`src/rtl/legv8_pkg.sv`:
```
// Shared LEGv8 datapath constants: register-address width, register count and the XZR encoding.
package legv8_pkg;

    localparam int REG_ADDR_W = 5;
    localparam int NUM_REGS   = 32;

    typedef logic [REG_ADDR_W-1:0] reg_addr_t;

    localparam reg_addr_t XZR_ADDR = 5'd31;

    // Address 31 reads as zero and swallows writes.
    function automatic logic is_xzr(input reg_addr_t addr);
        return addr == XZR_ADDR;
    endfunction

endpackage

```
`src/rtl/regfile_mux.sv`:
```
// Generic 2:1 data mux used for the register-file write-through path.
module mux #(
    parameter int WIDTH = 64
) (
    input  logic [WIDTH-1:0] a_i,
    input  logic [WIDTH-1:0] b_i,
    input  logic             sel_i,
    output logic [WIDTH-1:0] y_o
);

    assign y_o = sel_i ? b_i : a_i;

endmodule

```
`src/rtl/regfile.sv`:
```
// LEGv8 register file: 31 stored registers plus XZR, two combinational read ports, one write port.
// Optional same-cycle write-through forwarding is enabled by defining REGFILE_BYPASS_EN.
module regfile
    import legv8_pkg::*;
#(
    parameter int WIDTH = 64
) (
    input  logic                  clk,
    input  logic                  rst_n,
    input  logic [REG_ADDR_W-1:0] ra1,
    input  logic [REG_ADDR_W-1:0] ra2,
    output logic [WIDTH-1:0]      rd1,
    output logic [WIDTH-1:0]      rd2,
    input  logic                  we,
    input  logic [REG_ADDR_W-1:0] wa,
    input  logic [WIDTH-1:0]      wd
);

    localparam int STORED_REGS = NUM_REGS - 1;

    logic [WIDTH-1:0]       regs_q [STORED_REGS];
    logic [STORED_REGS-1:0] wr_sel_d;
    logic [WIDTH-1:0]       stored1;
    logic [WIDTH-1:0]       stored2;

    // One-hot write select; wa=31 matches no stored register, so XZR writes vanish.
    always_comb begin
        wr_sel_d = '0;
        if (we) begin
            for (int i = 0; i < STORED_REGS; i++) begin
                wr_sel_d[i] = (wa == REG_ADDR_W'(i));
            end
        end
    end

    always_ff @(posedge clk or negedge rst_n) begin
        if (!rst_n) begin
            for (int i = 0; i < STORED_REGS; i++) begin
                regs_q[i] <= '0;
            end
        end else begin
            for (int i = 0; i < STORED_REGS; i++) begin
                if (wr_sel_d[i]) begin
                    regs_q[i] <= wd;
                end
            end
        end
    end

    assign stored1 = is_xzr(ra1) ? '0 : regs_q[ra1];
    assign stored2 = is_xzr(ra2) ? '0 : regs_q[ra2];

`ifdef REGFILE_BYPASS_EN
    logic fwd1;
    logic fwd2;

    // Forward the in-flight write so write-back and decode can share a cycle.
    assign fwd1 = we && (wa == ra1) && !is_xzr(wa);
    assign fwd2 = we && (wa == ra2) && !is_xzr(wa);

    mux #(.WIDTH(WIDTH)) u_mux_rd1 (
        .a_i   (stored1),
        .b_i   (wd),
        .sel_i (fwd1),
        .y_o   (rd1)
    );

    mux #(.WIDTH(WIDTH)) u_mux_rd2 (
        .a_i   (stored2),
        .b_i   (wd),
        .sel_i (fwd2),
        .y_o   (rd2)
    );
`else
    assign rd1 = stored1;
    assign rd2 = stored2;
`endif

endmodule

```
`config.mk`:
```
export PLATFORM = sky130hd
export DESIGN_NAME = regfile
export DESIGN_NICKNAME = d
export VERILOG_FILES = /design/src/rtl/legv8_pkg.sv /design/src/rtl/regfile_mux.sv /design/src/rtl/regfile.sv
export SDC_FILE = /design/constraint.sdc
export NUM_CORES = 2
export LEC_CHECK = 0
export BUFFER_PORTS_ARGS = -buffer_cell sky130_fd_sc_hd__buf_2
export CORE_MARGIN = 2
export CORE_UTILIZATION = 55
export CTS_BUF_LIST = sky130_fd_sc_hd__clkbuf_4
export DETAILED_ROUTE_END_ITERATION = 16
export GPL_TIMING_DRIVEN = 0
export PLACE_DENSITY = 0.71
export SETUP_SLACK_MARGIN = 0.3
export SLEW_MARGIN = 25
export SYNTH_ARGS = -nofsm -noshare
export SYNTH_HDL_FRONTEND = slang
export SYNTH_SLANG_ARGS = --single-unit
```
`constraint.sdc`:
```
create_clock -name clk -period 3.6 [get_ports clk]
set_input_delay 0.72 -clock clk [delete_from_list [all_inputs] [get_ports clk]]
set_output_delay 0.72 -clock clk [all_outputs]
set_load 0.02 [all_outputs]
```
[Yosys cells after proc, flatten, opt, wreduce, memory -nomap -nowiden]
Index checks and enable logic that the tools add are counted.
Word-level totals
  register bits after elaboration: 1984
  bits in latches: 0
  RAM bits: 0
  bits in read-only memories: 0
  input port bits: 82
  output and inout port bits: 128
  logic and storage cells: 77
  memories kept: 0
Cells by class
  add/sub/neg operators: 0
  multipliers: 0
  div/mod/pow operators: 0
  order comparisons: 2
  equality and inequality tests: 32
  shift-type cells: 0
  multiplexer cells: 9
  bitwise gates (word level): 2
  reductions and logical operators: 1
Operators with widths (count)
  64-bit binary-select mux with 5-bit select: 2
  64-bit 2-to-1 mux: 6
  5-bit equality test (second input constant): 17
  5-bit by 4-bit equality test with 1-bit output (second input constant): 8
  31-bit 2-to-1 mux: 1
  5-bit by 3-bit equality test with 1-bit output (second input constant): 4
  6-bit greater-or-equal comparator (second input constant): 2
  5-bit inverter with 6-bit output: 2
  5-bit by 2-bit equality test with 1-bit output (second input constant): 2
  5-bit by 1-bit equality test with 1-bit output (second input constant): 1
  5-bit logical NOT: 1

[Longest topological paths before layout]
  word-level depth: 5
  gate-level depth with buffers: 9
  depth with buffers taken out: 5

[Worst setup path after synthesis]
OpenSTA, ideal clock, no wires.
  path type: input to output
  start: input port ra1[1]
  end: output port rd1[63]
  arrival time: 2.524 ns
  data required time: 2.880 ns
  setup slack: 0.356 ns
  stages on the path: 9
  path buffers: 5
  cells stage by stage: buf_4 > buf_4 > buf_6 > buf_4 > buf_4 > a211oi_1 > o31ai_1 > a21oi_1 > nor4_1
On the way
  longest elaborated chain between the ends: 5
  elaborated cells on any way between the ends: 6
  classes of those cells: 1 x eq/ne; 4 x mux; 1 x bitwise
RTL lines
  from (decl): line regfile.sv:10  | input logic [REG_ADDR_W-1:0] ra1,
  5-bit inverter with 6-bit output (implied by the code): line regfile.sv:50  | assign stored1 = is_xzr(ra1) ? '0 : regs_q[ra1];
  64-bit binary-select mux with 5-bit select: line regfile.sv:50
  64-bit 2-to-1 mux (implied by the code) (2 in series): line regfile.sv:50
  64-bit 2-to-1 mux *: line regfile.sv:50
  to (decl): line regfile.sv:12  | output logic [WIDTH-1:0] rd1,
Every way passes the cells marked *; elsewhere a longest branch is shown, timed or not. The select of a mux whose other input is x is not followed.

[Final worst setup path]
  start: register regs_q[1023] in the netlist's numbering
  end: output port rd2[63]
On the way
  longest elaborated chain between the ends: 4
RTL lines
  from (decl): line regfile.sv:21  | logic [WIDTH-1:0] regs_q [STORED_REGS];
  from (signal, indexed assignment): line regfile.sv:44  | regs_q[i] <= wd;
  64-bit binary-select mux with 5-bit select: line regfile.sv:51  | assign stored2 = is_xzr(ra2) ? '0 : regs_q[ra2];
  64-bit 2-to-1 mux (implied by the code) (2 in series): line regfile.sv:51
  64-bit 2-to-1 mux: line regfile.sv:51
  to (decl): line regfile.sv:13  | output logic [WIDTH-1:0] rd2,
Every way passes these cells. The select of a mux whose other input is x is not followed.

==> reports/summary.txt <==
number of port buffers: 201
Pwr Total: 69.30 mW
DP Area: 112,800 sq um
Max Slew Vio Count: 0
first-pass GRT wire length: 637.1 mm
most frequent cells in the layout: mux2_2, dfrtp_1, clkbuf_4
sequential share of the synthesized area: 0.4620
H-tree level count: 6
FF-to-FF Start: regs_q[1538]$_DFFE_PN0P_
post-DR wirelength/cell: 39.13 um
Relative slew margins: 0.09820
Fin. Hold Viols: 0
Vias: 85,530
asr flop ratio synth: 1.000
hold path startpoint: wd[59]
biggest regs: regs_q (1984)
CTS tree: yes
failing checks: setup timing
CTS Root Cell: clkbuf_4
Crit Path Category: flip-flop to output port
hold path depth: 3
die area: 198,900 sq um
Reg2Reg Depth: 4
Post-synth EDFFs: 0
critical path arrival: 3520 ps
RSZ-0062 raised after global routing: true
largest net degree at the start of global routing: 133
Power Dens Cells: 542.3 nW/um^2
drt pass-1 iters: 8
die width: 446.0 um
CP max FO: 2
share of cells above drive strength 1: 0.5641
r2r setup slk: 2490 ps
DRC: 0
FF+latch count, synth: 1,984
wirelength, routed: 460.8 mm
floorplan row count: 162
Max clock buf depth: 4
cells along the critical path: mux4_2 -> mux2i_1 -> o22a_1 -> o211ai_1 -> buf_4
status: finished with violations
Final Net Count: 8,902
Avg Cell Area, Syn: 13.80 sq um
max reg flops: 1,984
worst vdd ir: 0.0004096 V
Starting DRT DRC Count: 11,870
design area: 127,800 sq um
# setup viols final: 128
initial antenna violation count: 36
dpl ws: -1877 ps
setup ws final: -640.9 ps
aggregate global-route resource usage: 0.4595
gp weighted congestion: 0.9968
CP peak stage delay: 480 ps
cts bufs inserted: 565
DR vias/cell: 7.263
post-route ant nets: 0
core area: 194,600 sq um
final cycle utilization of the critical path: 1.178
Syn Inst Count: 7,787
Worst Max-Slew Pin Slew: 1349 ps
CP max stage cell: mux4_2
Yosys cell types: 45
Leakage: 56.61 nW
vias in the first global route: 85,790
crit path time final: 4241 ps
hold crit path type: input pin to flip-flop
most common cell after layout, fill and taps aside: mux2_2
yosys warns: 0
I/O pin total: 210
type of origin of the critical path: flip-flop
Hold EP: regs_q[59]$_DFFE_PN0P_
Syn Std Cell Area: 107,500 sq um
Clock Pin Slew Worst Setup and Hold Paths: 70 ps
cell family with most CP delay: multiplexers
Peak Freq: 235.8 MHz
Post-synth top flop: dfrtp_1
Reg with most FFs: regs_q
clock skew: 0 ps
clk_lat worst skew: 1470 ps
Area Growth Syn to Fin: 18.91%
Die Height: 446.0 um
Critical Path RT: 2880 ps
clock sink count: 1,984
setup_tns: -34,740 ps
Syn Nets: 7,869
Bufs and invs on worst path: 1
starting density of the core: 0.5523
global route overflow: 0
Max Cap Viol: 0
Worst setup EP type: output port
HPWL Detailed: 306.5 mm
worst r2r dst: regs_q[1538]$_DFFE_PN0P_
-- power breakdown --
part           internal [mW]  switching, mW  total (mW)
Sequential              26.7           3.36        30.1
Combinational           9.37           8.26        17.6
Clock                   11.2           10.4        21.6
-- metrics by stage --
| stage | hold slack, ps | std cells | util |
|---|---|---|---|
| after global routing | 26.20 | 11740 | 0.6563 |
| after global placement | 481.5 | 10530 | 0.5738 |
| final | 25.67 | 11780 | 0.6567 |
| after detailed placement | 492.1 | 10570 | 0.5796 |
| after CTS | 3.403 | 11660 | 0.6455 |
| after floorplan | 424.4 | 7787 | - |
-- worst max path at each step --
stage | start | to | cells past startpoint
2_1_floorplan | ra1[1] | rd1[63] | 9
3_3_place_gp | rst_n | regs_q[1749]$_DFFE_PN0P_ | 1
3_5_place_dp | ra1[0] | rd1[63] | 10
4_1_cts | regs_q[1602]$_DFFE_PN0P_ | rd2[2] | 5
5_1_grt | regs_q[1023]$_DFFE_PN0P_ | rd2[63] | 5
6_report | regs_q[1023]$_DFFE_PN0P_ | rd2[63] | 5
-- tightest hold or removal path, cell delays in order --
cell and delay (ps):
dlygate4sd3_1 510, buf_2 130, mux2_2 140
-- synthesized netlist by cell type (2+ instances only) --
cell / number / area share
mux2_2: 2174 / 0.23
dfrtp_1: 1984 / 0.46
mux4_2: 598 / 0.13
mux2i_1: 488 / 0.045
clkbuf_1: 393 / 0.014
buf_2: 328 / 0.015
o21ai_0: 187 / 0.0087
nand2_1: 145 / 0.0051
a21oi_1: 131 / 0.0061
a211oi_1: 128 / 0.0089
o22ai_1: 128 / 0.0075
a21o_1: 127 / 0.0089
nor2b_1: 125 / 0.0073
nor2_1: 114 / 0.0040
a221oi_1: 104 / 0.0085
o211ai_1: 89 / 0.0062
buf_4: 69 / 0.0048
o22a_1: 64 / 0.0052
o31ai_1: 64 / 0.0045
o2111a_1: 63 / 0.0066
or2_2: 51 / 0.0030
inv_1: 42 / 0.0015
a211o_1: 41 / 0.0033
buf_1: 33 / 0.0012
mux2_1: 27 / 0.0028
a31oi_1: 22 / 0.0013
or2_1: 15 / 0.00087
and2b_1: 9 / 0.00063
buf_6: 9 / 0.00094
nand2b_1: 7 / 0.00041
nor2_2: 7 / 0.00041
nand4b_1: 3 / 0.00024
nor3_1: 2 / 0.000093
nor3_2: 2 / 0.00019
nor3_4: 2 / 0.00030
nor3b_2: 2 / 0.00023
nor4_4: 2 / 0.00040
-- what timing repair did --
item / 4_1_cts / 5_1_grt
cloned: 0 / 2
gates resized for setup: 1205 / 403
setup buffers: 96 / 56
hold endpoints to repair: 1401 / 0
pin swaps: 189 / 172
setup endpoints to repair: 128 / 243
hold buffers: 69 / 0
-- area by class of cell --
cell class                      instances  area (sq um)
Antenna cell                           55         137.6
Buffer                                832          5236
Clock buffer                          822          6171
Clock inverter                        104         719.4
Fill cell                           14320         66800
Inverter                               42         157.7
Multi-Input combinational cell       4929         57870
Sequential cell                      1984         49650
Tap cell                             2542          3181
Timing Repair Buffer                  466          4664
-- per-layer routing --
metal	GRT usage	wire length (um)
met5	0.006838	291
met4	0.3643	44200
met3	0.1972	64340
met2	0.6449	193600
met1	0.5525	158400
-- kinds of logic after synthesis --
kind of cell / after synthesis / share of synthesized area
and+or+nand+nor: 493 / 0.02347
muxes: 3287 / 0.4014
buffers and inverters: 874 / 0.03738
AOI/OAI and AO/OA: 1149 / 0.07576
DFF: 1984 / 0.4620
No activity file was read; power rests on OpenSTA's default activity.
